==> src/rtl/gxsim_reg_pkg.sv <==
// gxsim_reg_pkg: shared command-byte layout, FSM encoding and address stride for the bank-register bus
package gxsim_reg_pkg;
  localparam int CMD_READ_BIT = 7;
  localparam int CMD_BANK_MSB = 3;
  localparam logic [31:0] ADDR_STRIDE = 32'd4;
  typedef enum logic [2:0] {IDLE, ADDR, WDATA, RLOAD, RSEND, DRAIN} state_t;
endpackage

==> src/rtl/gxsim_reg_access_master.sv <==
// gxsim_reg_access_master: turns a decoded QSPI frame byte stream into bank register writes and read-data bytes
// Ports: clk/resetn (async active-low); frame_active, rx_byte, rx_valid from the QSPI receiver;
// tx_byte, tx_valid, tx_ready toward the transmitter; address, wdata, write_strobe, bank_select
// drive the shared bank interface; bank_rdata is every bank's read data, bank i at [32i+31:32i].
module gxsim_reg_access_master
  import gxsim_reg_pkg::*;
#(
  parameter int NUM_BANKS = 4
) (
  input  logic                   clk,
  input  logic                   resetn,
  input  logic                   frame_active,
  input  logic [7:0]             rx_byte,
  input  logic                   rx_valid,
  output logic [7:0]             tx_byte,
  output logic                   tx_valid,
  input  logic                   tx_ready,
  output logic [31:0]            address,
  output logic [31:0]            wdata,
  output logic                   write_strobe,
  output logic [NUM_BANKS-1:0]   bank_select,
  input  logic [32*NUM_BANKS-1:0] bank_rdata
);
  state_t state, state_nx;
  logic [1:0] cnt;
  logic rd;
  logic [31:0] sreg, rdata_sel;
  logic rx, acc, bank_ok;
  assign rx = frame_active & rx_valid;
  assign acc = tx_valid & tx_ready;
  assign bank_ok = 32'(rx_byte[CMD_BANK_MSB:0]) < NUM_BANKS;
  // tx_byte is the top of the read shift register; it only moves on acceptance or a new load
  assign tx_byte = sreg[31:24];
  // bank_select is one-hot, so the rdata mux just picks the enabled bank
  always_comb begin
    rdata_sel = '0;
    for (int i = 0; i < NUM_BANKS; i++)
      if (bank_select[i]) rdata_sel = bank_rdata[32*i +: 32];
  end
  always_ff @(posedge clk or negedge resetn)
    if (!resetn) state <= IDLE;
    else state <= state_nx;
  always_comb begin
    state_nx = state;
    if (!frame_active) state_nx = IDLE;
    else case (state)
      IDLE:  if (rx_valid) state_nx = bank_ok ? ADDR : DRAIN;
      ADDR:  if (rx_valid && cnt == 2'd3) state_nx = rd ? RLOAD : WDATA;
      RLOAD: state_nx = RSEND;
      RSEND: if (acc && cnt == 2'd3) state_nx = RLOAD;
      default: state_nx = state;
    endcase
  end
  always_ff @(posedge clk or negedge resetn)
    if (!resetn) begin
      address      <= '0;
      wdata        <= '0;
      write_strobe <= 1'b0;
      bank_select  <= '0;
      tx_valid     <= 1'b0;
      sreg         <= '0;
      cnt          <= '0;
      rd           <= 1'b0;
    end else begin
      // a byte arriving as the frame drops is discarded, so a word completed then never strobes
      write_strobe <= state == WDATA && rx && cnt == 2'd3;
      if (!frame_active) begin
        bank_select <= '0;
        tx_valid    <= 1'b0;
        cnt         <= '0;
      end else case (state)
        IDLE: if (rx_valid) begin
          rd          <= rx_byte[CMD_READ_BIT];
          cnt         <= '0;
          bank_select <= bank_ok ? NUM_BANKS'(1) << rx_byte[CMD_BANK_MSB:0] : '0;
        end
        ADDR: if (rx_valid) begin
          address <= {address[23:0], rx_byte};
          cnt     <= cnt + 2'd1;
        end
        WDATA: if (rx_valid) begin
          wdata <= {wdata[23:0], rx_byte};
          cnt   <= cnt + 2'd1;
        end
        RLOAD: begin
          sreg     <= rdata_sel;
          tx_valid <= 1'b1;
          cnt      <= '0;
        end
        RSEND: if (acc) begin
          sreg <= sreg << 8;
          cnt  <= cnt + 2'd1;
          if (cnt == 2'd3) begin
            tx_valid <= 1'b0;
            address  <= address + ADDR_STRIDE;
          end
        end
        default: ;
      endcase
      // the write address advances in the cycle after its strobe
      if (write_strobe) address <= address + ADDR_STRIDE;
    end
endmodule

==> config.mk <==
export PLATFORM = sky130hd
export DESIGN_NAME = gxsim_reg_access_master
export DESIGN_NICKNAME = d
export VERILOG_FILES = /design/src/rtl/gxsim_reg_pkg.sv /design/src/rtl/gxsim_reg_access_master.sv
export SDC_FILE = /design/constraint.sdc
export NUM_CORES = 1
export LEC_CHECK = 0
export ABC_AREA = 1
export CORE_ASPECT_RATIO = 1.75
export CORE_MARGIN = 2
export CORE_UTILIZATION = 51
export DETAILED_ROUTE_END_ITERATION = 16
export GPL_TIMING_DRIVEN = 0
export PLACE_DENSITY = 0.87
export SLEW_MARGIN = 25
export SYNTH_ARGS = -nofsm -noshare
export SYNTH_HDL_FRONTEND = slang
export SYNTH_SLANG_ARGS = --single-unit
==> constraint.sdc <==
create_clock -name clk -period 3 [get_ports clk]
set_input_delay 0.6 -clock clk [delete_from_list [all_inputs] [get_ports clk]]
set_output_delay 0.6 -clock clk [all_outputs]
set_load 0.005 [all_outputs]
==> results.tsv <==
metric	value	unit
die area	14110	um2
Chip Height	155.7	um
post-synth top area share	40.32	%
critical path's top delay family	flip-flops	
RSZ-0062 raised after global routing	no	
syn nets	1135	
die width	90.66	um
dpl cells	1382	
Total Nets Final	1365	
post-layout util	73.21	%
RR Startpoint	address[3]	
YS warnings	0	
GPL Wtd Cong	0.9328	
WS Path Type	flip-flop to output pin	
Area Overhead vs Synth	40.56	%
FMAX	0.4668	GHz
Pre-Repair DR Iteration Count	5	
H-Tree Depth	3	
fin crit period	2.142	ns
CTS Buf Count	9	
Syn Std Cell Area	6703	um2
Worst Path Arrival	1.54	ns
ys async rst share	100.0	%
run status	finished, final reports clean	
# diodes	0	
largest net degree at the start of global routing	78	
Worst-Margin Slew	0.5548	ns
# setup viols final	0	
CP Launch Type	flip-flop	
# rows	55	
CP Buf/Inv Count	1	
DR WL/cell	17.55	um
core area	12870	um2
DR DRC count	0	
setup repair bufs after CTS	0	
Fin. Hold Viols	0	
DRT iter0 DRCs	556	
I/O Pins	219	
Post-Synth Adder-Cell Area	0.3733	%
worst path required time	2.40	ns
post-CTS resize count	0	
Synth Area in Compound Gates	16.82	%
r2r setup slk	1.02	ns
Root Driver	clkbuf_16	
Slew Limit Fails	0	
CTS sink cnt	108	
# port buffers	218	
buffer depth of the longest clock path	2	
clk_lat worst skew	0.36	ns
Initial Util	52.09	%
post-route ant nets	0	
proportion of synthesized area in mux cells	1.344	%
Post-synth EDFFs	0	
Max IR drop VDD	504.7	uV
Hold-fix buffers, CTS	0	
period utilization	71.41	%
Slowest-stage cell, CP	dfrtp_1	
total gr overflow	0	
cell leakage power	4.331	nW
Via Count	7464	
max incr delay on CP	0.60	ns
power per cell area	769.2	nW/um2
crit path cell chain	clkdlybuf4s50_1	
Yosys cell types	29	
first-pass GRT wire length	38.12	mm
vias per inst	5.339	
Routed Wire Length	24.54	mm
Tot GR Track Use	34.86	%
Final Skew	0.01059	ns
dpl hpwl	19.44	mm
Area contributors post-synth	dfrtp_1, nand2_1, nor2_1	
main flop type after synthesis	dfrtp_1	
largest area contributor in the netlist	dfrtp_1	
main combinational cell family by area after synthesis	simple AND/OR/NAND/NOR gates	
flops & latches, synth	108	
Reg clk slew, reported paths	0.08	ns
Simple-Gate Fraction of Synth Area	32.01	%
Max-slew headroom	63.02	%
layout cells sized above 1	6.601	%
Max Cap Violations	0	
initial antenna violation count	0	
sequential element share of the synthesized area	40.32	%
post-synthesis cell count	992	
syn avg cell area	6.757	um2
Post-Synth XOR/XNOR Area	0.5227	%
min-delay worst type	input port to asynchronous set/reset pin	
CTS tree	built	
number of global-route vias before repair	7504	
Critical Path Fanout Max	7	
Final Non-Filler Cells	1398	
critical path endpoint category	output pin	
CP Launch Point	address[20]	
## power by group
| group | switching, mW | internal (mW) |
|---|---|---|
| clock network | 0.577 | 0.602 |
| logic | 1.71 | 1.66 |
| registers | 0.682 | 2.02 |
| total | 2.97 | 4.28 |
## layout by cell type, fill, tap and decap left out, types with 3 or more instances in the layout
| cell | synthesis | layout |
|---|---|---|
| buf_6 | 3 | 4 |
| mux2_2 | 8 | 8 |
| o21ai_1 | 8 | 8 |
| o22ai_1 | 4 | 4 |
| clkbuf_16 | 0 | 9 |
| o21ai_0 | 94 | 94 |
| buf_2 | 26 | 26 |
| dfrtp_1 | 108 | 108 |
| clkdlybuf4s50_1 | 0 | 217 |
| buf_4 | 9 | 9 |
| inv_2 | 5 | 5 |
| clkbuf_1 | 20 | 20 |
| nor2_1 | 145 | 145 |
| nand2_2 | 5 | 5 |
| inv_6 | 0 | 3 |
| inv_1 | 67 | 67 |
| xor2_1 | 3 | 3 |
| a22oi_1 | 8 | 8 |
| a21o_1 | 15 | 15 |
| nand3_1 | 64 | 64 |
| a21oi_1 | 82 | 82 |
| nand2_1 | 302 | 302 |
## per-stage QoR
| step | TNS (ns) | setup WS, ns | area (um2) | total power, mW | hold slack [ns] |
|---|---|---|---|---|---|
| global route | 0 | 0.8587 | 9422 | 7.712 | 0.1305 |
| floorplan | 0 | 1.509 | 6703 | 4.242 | 0.3044 |
| detailed placement | 0 | 0.7282 | 9128 | 6.034 | 0.4663 |
| global placement | -294.48 | -2.739 | 9099 | 5.938 | 0.4630 |
| CTS | 0 | 0.9006 | 9422 | 7.224 | 0.1283 |
| finish | 0 | 0.8578 | 9422 | 7.247 | 0.1177 |
## registers in the layout (all words and copies together) (netlist names)
register / cells
sreg: 32
tx_valid: 1
wdata: 32
address: 32
write_strobe: 1
rd: 1
bank_select: 4
cnt: 2
state: 3
## layout make-up
cell class / instances / area (um2)
buffer: 58 / 306.5
timing repair buffer: 219 / 2211
clock buffer: 10 / 239.0
multi-input combinational: 754 / 3423
sequential: 108 / 2703
inverter: 72 / 270.3
fill: 1031 / 3447
tap: 171 / 214.0
clock inverter: 6 / 55.05
## logic make-up (layout without fill, tap and decap cells)
group	count (synthesis)	in the layout
mux	8	8
fa+ha+maj	2	2
buf+inv	130	365
simple gates	528	528
compound gates	212	212
xor+xnor	4	4
flops	108	108
## cell usage after synthesis (9+ instances only)
cell / n
dfrtp_1: 108
nor2_1: 145
nand2_1: 302
nand3_1: 64
o21ai_0: 94
buf_4: 9
buf_2: 26
clkbuf_1: 20
a21o_1: 15
a21oi_1: 82
inv_1: 67
## worst paths after layout
path                          endpoint  depth (start not counted)
setup / recovery           address[20]                          1
hold / removal             address[30]                          1
setup reg to reg           address[22]                         10
hold reg to reg               sreg[25]                          2
max in group asynchronous     sreg[27]                          2
min in group clk              sreg[25]                          2
## routing by layer
| layer | vias up | track usage (%) | part of all wire, % |
|---|---|---|---|
| li1 | 3653 | - | - |
| met1 | 3380 | 33.85 | 34 |
| met2 | 343 | 65.53 | 52 |
| met3 | 88 | 6.425 | 6.7 |
| met4 | 0 | 24.18 | 6.9 |
| met5 | - | 0 | 0 |
(Power assumes the default switching activity.)
